## config.mk

```make
export PLATFORM = sky130hd
export DESIGN_NAME = pong_state_reader
export DESIGN_NICKNAME = d
export VERILOG_FILES = /design/src/rtl/pong_pkg.sv /design/src/rtl/pong_sync2.sv /design/src/rtl/pong_state_reader.sv
export SDC_FILE = /design/constraint.sdc
export NUM_CORES = 1
export LEC_CHECK = 0
export BUFFER_PORTS_ARGS = -buffer_cell sky130_fd_sc_hd__buf_2
export CAP_MARGIN = 25
export CORE_UTILIZATION = 30
export DETAILED_ROUTE_END_ITERATION = 12
export GPL_TIMING_DRIVEN = 0
export MAX_ROUTING_LAYER = met4
export PLACE_DENSITY = 0.53
export SLEW_MARGIN = 20
export SYNTH_ARGS = -nofsm -noshare
export SYNTH_HDL_FRONTEND = slang
export SYNTH_SLANG_ARGS = --single-unit
```

## constraint.sdc

```tcl
create_clock -name clk -period 1.9 [get_ports clk]
set_clock_uncertainty 0.05 [all_clocks]
set_input_delay 0.285 -clock clk [delete_from_list [all_inputs] [get_ports clk]]
set_output_delay 0.285 -clock clk [all_outputs]
set_load 0.05 [all_outputs]
```

## src/rtl/pong_pkg.sv

```systemverilog
// Shared select codes, FSM state encoding and default byte width for the pong
// core state reader.
package pong_pkg;

  localparam int DEFAULT_DATA_W = 8;

  localparam logic [1:0] SEL_BALL_X   = 2'd0;
  localparam logic [1:0] SEL_BALL_Y   = 2'd1;
  localparam logic [1:0] SEL_PADDLE_L = 2'd2;
  localparam logic [1:0] SEL_PADDLE_R = 2'd3;

  typedef enum logic [2:0] {
    IDLE    = 3'd0,
    SCAN    = 3'd1,
    PRESENT = 3'd2,
    TICK_HI = 3'd3,
    TICK_LO = 3'd4
  } state_e;

endpackage

```

## src/rtl/pong_sync2.sv

```systemverilog
// Two-flop synchronizer bringing the core's asynchronous state byte into the
// clk domain.
module pong_sync2 #(
  parameter int W = 8
) (
  input  logic         clk,
  input  logic         reset,
  input  logic [W-1:0] d,
  output logic [W-1:0] q
);

  logic [W-1:0] meta_r;
  logic [W-1:0] sync_r;

  // Two-stage resynchronisation of the incoming byte
  always_ff @(posedge clk) begin
    if (reset) begin
      meta_r <= '0;
      sync_r <= '0;
    end else begin
      meta_r <= d;
      sync_r <= meta_r;
    end
  end

  assign q = sync_r;

endmodule

```

## src/rtl/pong_state_reader.sv

```systemverilog
// Scans the pong core's four state bytes through its select mux, presents one
// atomic snapshot per game step, then pulses game_clk to advance the game.
module pong_state_reader import pong_pkg::*; #(
  parameter int DATA_W        = DEFAULT_DATA_W,
  parameter int SETTLE_CYCLES = 2,
  parameter int TICK_HALF     = 4
) (
  input  logic              clk,
  input  logic              reset,
  input  logic              enable,
  input  logic [DATA_W-1:0] game_data,
  output logic [1:0]        game_sel,
  output logic              game_clk,
  output logic              snap_valid,
  input  logic              snap_ready,
  output logic [DATA_W-1:0] ball_x,
  output logic [DATA_W-1:0] ball_y,
  output logic [DATA_W-1:0] paddle_l,
  output logic [DATA_W-1:0] paddle_r,
  output logic [15:0]       frame_cnt,
  output logic              busy
);

  localparam int CNT_W = 8;
  localparam logic [CNT_W-1:0] CAP_AT    = CNT_W'(SETTLE_CYCLES + 2);
  localparam logic [CNT_W-1:0] TICK_LAST = CNT_W'(TICK_HALF - 1);

  state_e              state_r, state_next_s;
  logic [CNT_W-1:0]    cnt_r, cnt_next_s;
  logic [1:0]          sel_r, sel_next_s;
  logic                game_clk_r, game_clk_next_s;
  logic                valid_r, valid_next_s;
  logic                cap_en_s, load_snap_s, frame_inc_s;
  logic                busy_r;
  logic [DATA_W-1:0]   sync_q_s;
  logic [DATA_W-1:0]   shadow_r [4];
  logic [DATA_W-1:0]   ball_x_r, ball_y_r, paddle_l_r, paddle_r_r;
  logic [15:0]         frame_cnt_r;

  pong_sync2 #(.W(DATA_W)) u_sync (
    .clk   (clk),
    .reset (reset),
    .d     (game_data),
    .q     (sync_q_s)
  );

  // State register
  always_ff @(posedge clk) begin
    if (reset) begin
      state_r <= IDLE;
    end else begin
      state_r <= state_next_s;
    end
  end

  // Next-state and next-value decode for the scan/present/tick loop
  always_comb begin
    state_next_s    = state_r;
    cnt_next_s      = cnt_r;
    sel_next_s      = sel_r;
    game_clk_next_s = game_clk_r;
    valid_next_s    = valid_r;
    cap_en_s        = 1'b0;
    load_snap_s     = 1'b0;
    frame_inc_s     = 1'b0;
    case (state_r)
      IDLE: begin
        sel_next_s      = SEL_BALL_X;
        cnt_next_s      = '0;
        game_clk_next_s = 1'b0;
        valid_next_s    = 1'b0;
        if (enable) begin
          state_next_s = SCAN;
        end else begin
          state_next_s = IDLE;
        end
      end
      SCAN: begin
        if (cnt_r == CAP_AT) begin
          cap_en_s   = 1'b1;
          cnt_next_s = '0;
          if (sel_r == SEL_PADDLE_R) begin
            // Last byte goes straight into the snapshot so valid rises with it
            state_next_s = PRESENT;
            load_snap_s  = 1'b1;
            valid_next_s = 1'b1;
          end else begin
            sel_next_s = sel_r + 2'd1;
          end
        end else begin
          cnt_next_s = cnt_r + CNT_W'(1);
        end
      end
      PRESENT: begin
        if (valid_r && snap_ready) begin
          valid_next_s = 1'b0;
          frame_inc_s  = 1'b1;
          cnt_next_s   = '0;
          if (enable) begin
            state_next_s    = TICK_HI;
            game_clk_next_s = 1'b1;
          end else begin
            state_next_s = IDLE;
            sel_next_s   = SEL_BALL_X;
          end
        end else begin
          valid_next_s = valid_r;
        end
      end
      TICK_HI: begin
        if (cnt_r == TICK_LAST) begin
          state_next_s    = TICK_LO;
          cnt_next_s      = '0;
          game_clk_next_s = 1'b0;
        end else begin
          cnt_next_s = cnt_r + CNT_W'(1);
        end
      end
      TICK_LO: begin
        if (cnt_r == TICK_LAST) begin
          state_next_s = SCAN;
          cnt_next_s   = '0;
          sel_next_s   = SEL_BALL_X;
        end else begin
          cnt_next_s = cnt_r + CNT_W'(1);
        end
      end
      default: begin
        state_next_s    = IDLE;
        cnt_next_s      = '0;
        sel_next_s      = SEL_BALL_X;
        game_clk_next_s = 1'b0;
        valid_next_s    = 1'b0;
      end
    endcase
  end

  // Counters, control outputs, shadow and snapshot registers
  always_ff @(posedge clk) begin
    if (reset) begin
      cnt_r       <= '0;
      sel_r       <= SEL_BALL_X;
      game_clk_r  <= 1'b0;
      valid_r     <= 1'b0;
      busy_r      <= 1'b0;
      frame_cnt_r <= 16'd0;
      ball_x_r    <= '0;
      ball_y_r    <= '0;
      paddle_l_r  <= '0;
      paddle_r_r  <= '0;
      for (int i = 0; i < 4; i++) shadow_r[i] <= '0;
    end else begin
      cnt_r      <= cnt_next_s;
      sel_r      <= sel_next_s;
      game_clk_r <= game_clk_next_s;
      valid_r    <= valid_next_s;
      busy_r     <= (state_next_s != IDLE);
      if (cap_en_s) shadow_r[sel_r] <= sync_q_s;
      if (load_snap_s) begin
        ball_x_r   <= shadow_r[SEL_BALL_X];
        ball_y_r   <= shadow_r[SEL_BALL_Y];
        paddle_l_r <= shadow_r[SEL_PADDLE_L];
        paddle_r_r <= sync_q_s;
      end
      if (frame_inc_s) frame_cnt_r <= frame_cnt_r + 16'd1;
    end
  end

  assign game_sel   = sel_r;
  assign game_clk   = game_clk_r;
  assign snap_valid = valid_r;
  assign ball_x     = ball_x_r;
  assign ball_y     = ball_y_r;
  assign paddle_l   = paddle_l_r;
  assign paddle_r   = paddle_r_r;
  assign frame_cnt  = frame_cnt_r;
  assign busy       = busy_r;

endmodule

```

==> results.toml <==
[floorplan]
dieArea_mm2 = 0.01462
core_mm2 = 0.01383
rows = 43
initial_core_util_pct = 30.69
die_x_um = 120.9
die_h_um = 120.9
io_pins = 65

[sta]
relSlewSlack_pct = 62.02
hold_viol_final = 0
worst_pin_slew_ns = 0.5696
rsz0062_at_grt = "true"
setup_viol = 0
fmax_mhz = 537.6
fin_ws_ns = 0.03983
slew_viol_final = 0
min_period_over_period_pct = 97.90
period_needed_ns = 1.860

[worst_setup_path]
r2r-start = "state_r[0]"
cp_max_fo = 6
rr_endpoint = "frame_cnt[15]"
cp.required_ns = 2.08
r2r.worst_path.cells = 5
reg2reg_slack_ns = 0.04
cp-start-kind = "flip-flop"
criticalPathCategory = "flip-flop to flip-flop"
arrival_ns = 2.04
critPathCaptureType = "flip-flop"

[clocking]
cts-root-buf = "clkbuf_16"
cts_max_path_buffers = 2
cts.sinks = 104
clk_latency_ns = 0.35
cts_tree = "built"
numCtsBuffers = 9
path_clk_slew_ns = 0.07
cts_max_level = 3

[global_routing]
grt_util_all_layers_pct = 14.89
grt_pass1_wl_um = 16460
globalRouteOverflowTotal = 0
grt_pass1_vias = 3226
grt_max_degree = 19
antenna_found_initial = 0

[yosys]
syn_avg_cell_area_um2 = 9.556
synthCells = 444
synth_nets = 460
synthDominantCellAreaShare_pct = 37.75
synth_edf_count = 24
synthDistinctLibCells = 47
ys.flop_type = "dfxtp_1"
synthesis.area_mm2 = 0.004243
seq_area_frac_synth_pct = 54.73
yosysWarnings = 0
synth_area_leader_cell = "dfxtp_1"
async_flop_share_pct = 0
ys_ff_latch = 104
synth_area_leaders = "dfxtp_1 (38%), edfxtp_1 (17%), nand2_1 (6.8%)"

[cells_and_area]
fin_nets = 549
utilization_pct = 38.88
stdcell_area_mm2 = 0.005376
syn_to_final_growth_pct = 26.72
drive_gt1_share_pct = 28.44
instances_no_fill = 718
num_antenna_cells = 0

[routing]
dr_wl_met2_um = 4694
top_layer_used = "met4"
met1_length_um = 5175
detail_route.first_pass.iterations = 4
wirelength_um = 10390
initialDrtViolationCount = 118
drc = 0
antenna_left = 0
routedWlPerCell_um = 14.47
drt-vias-per-instance = 4.708
num_vias = 3380
wl_met3_um = 412

[power_and_ir_drop]
power_mw = 4.285
internal-power_mw = 3.296
leakagePower_nw = 2.101
power_frac_comb_pct = 3.6
power_switching_uw = 989.1
clockPowerShare_pct = 42.2
switching_share_pct = 23.08
ir_worst_vdd_v = 0.0003423
p_per_area_mw_per_mm2 = 797.0
seqPwrFrac_pct = 54.2

[flow_run]
max_cap_violations = 0

[hold_path]
min_from = "game_data[4]"
hold_path_class = "primary input to flip-flop"
min_to = "u_sync.meta_r[4]"
hold_depth = 2

[placed_design]
dpl.cell_count = 688
post_dp_cell_area_mm2 = 0.004811
place_congestion = 0.8684
io_buffers = 64
dp_hpwl_um = 7238
pre_cts_slack_ns = -0.3722

[run_status]
status = "finished, final reports clean"
## stage by stage
step,TNS (ns),hold WS [ns]
final,0,0.09393
after global routing,-0.4265,0.08456
after CTS,0,0.08245
after detailed placement,-19.72,0.3718
after global placement,-20.10,0.3730
after floorplan,-0.02434,0.3632
## state kept, by name, indices dropped and copies added (netlist names)
signal         cells
snap_valid         1
ball_x             8
cnt_r              8
game_sel           2
busy               1
ball_y             8
game_clk           1
u_sync.q           8
state_r            3
frame_cnt         16
shadow_r          24
paddle_r           8
paddle_l           8
u_sync.meta_r      8
## synthesized netlist by cell type (3+ instances only)
library cell / number
clkbuf_1: 12
dfxtp_1: 80
buf_2: 9
o21ai_0: 9
and4_1: 4
nand2_1: 77
inv_1: 8
buf_1: 4
nor2b_1: 21
nor3b_2: 4
or3_1: 3
nand3_1: 10
or2_2: 3
mux2_2: 3
xor2_1: 7
nor2_1: 21
and2_1: 27
nand4_1: 10
a31oi_1: 3
xnor2_1: 9
edfxtp_1: 24
ha_1: 4
a21oi_1: 43
nand2b_1: 3
o2111ai_1: 5
nor3_1: 13
## power groups by stage
| stage | registers (mW) | clock network, mW | logic, mW |
|---|---|---|---|
| finish | 2.32 | 1.81 | 0.155 |
| global route | 2.33 | 1.93 | 0.172 |
| CTS | 2.32 | 1.86 | 0.151 |
| detailed placement | 2.37 | 0 | 0.147 |
| global placement | 2.37 | 0 | 0.145 |
| floorplan | 2.38 | 0 | 0.0831 |
## cell families after synthesis
kind of cell	after synthesis	share of synthesized area, %
buffers and inverters	33	3.185
AO/OA/AOI/OAI	73	10.14
multiplexers	5	1.268
adder cells (fa/ha/maj)	4	1.180
XOR/XNOR	16	3.303
flip-flops	104	54.73
AND/OR/NAND/NOR	209	26.19
## cells in the final DEF (no fill, tap or decap), types with 9 or more instances in the layout
master     Yosys  routed
a21oi_1       43      42
and2_1        27      26
buf_2          9      67
buf_4          0      13
clkbuf_16      0       9
dfxtp_1       80      70
edfxtp_1      24      24
nand2_1       77      77
nand3_1       10      10
nand4_1       10      10
nor2_1        21      21
nor2b_1       21      19
nor3_1        13      11
o21ai_0        9       9
xnor2_1        9       9
## worst max-delay path, stage by stage (launching register included)
cell and delay [ns]:
dfxtp_2 0.35, or3b_1 0.40, buf_6 0.16, nor4_4 0.22
nor3b_2 0.23, mux2_2 0.34
## area by class of cell
| class | count | area (um2) |
|---|---|---|
| timing repair buffer | 79 | 461.7 |
| inverter | 8 | 30.03 |
| multi-input combinational | 307 | 1896 |
| tap | 180 | 225.2 |
| fill | 1361 | 8451 |
| sequential | 104 | 2340 |
| clock inverter | 6 | 47.55 |
| buffer | 24 | 137.6 |
| clock buffer | 10 | 239.0 |
## layer usage
metal,vias to the layer above,global-route usage [%]
met5,-,-
met4,0,5.093
met3,9,2.726
met2,66,22.61
met1,1596,19.92
li1,1709,-
## what timing repair did
item                       4_1_cts  5_1_grt
pin swaps                        7        7
hold buffers                     0        0
setup endpoints to repair       93       87
gates resized for setup         19       30
setup buffers                    6        9
## worst max-delay path by stage
| stage | cells after the start | end | startpoint | slack [ns] |
|---|---|---|---|---|
| after floorplan | 4 | frame_cnt[15] | frame_cnt[0] | -0.02 |
| after global placement | 5 | frame_cnt[10] | reset | -0.34 |
| after detailed placement | 5 | shadow_r[2][4] | cnt_r[2] | -0.37 |
| after CTS | 6 | shadow_r[2][3] | state_r[1] | 0.0008 |
| after global routing | 5 | frame_cnt[15] | state_r[0] | -0.05 |
| final | 5 | frame_cnt[15] | state_r[0] | 0.04 |
Note: power is estimated with default switching activity, not from simulation.
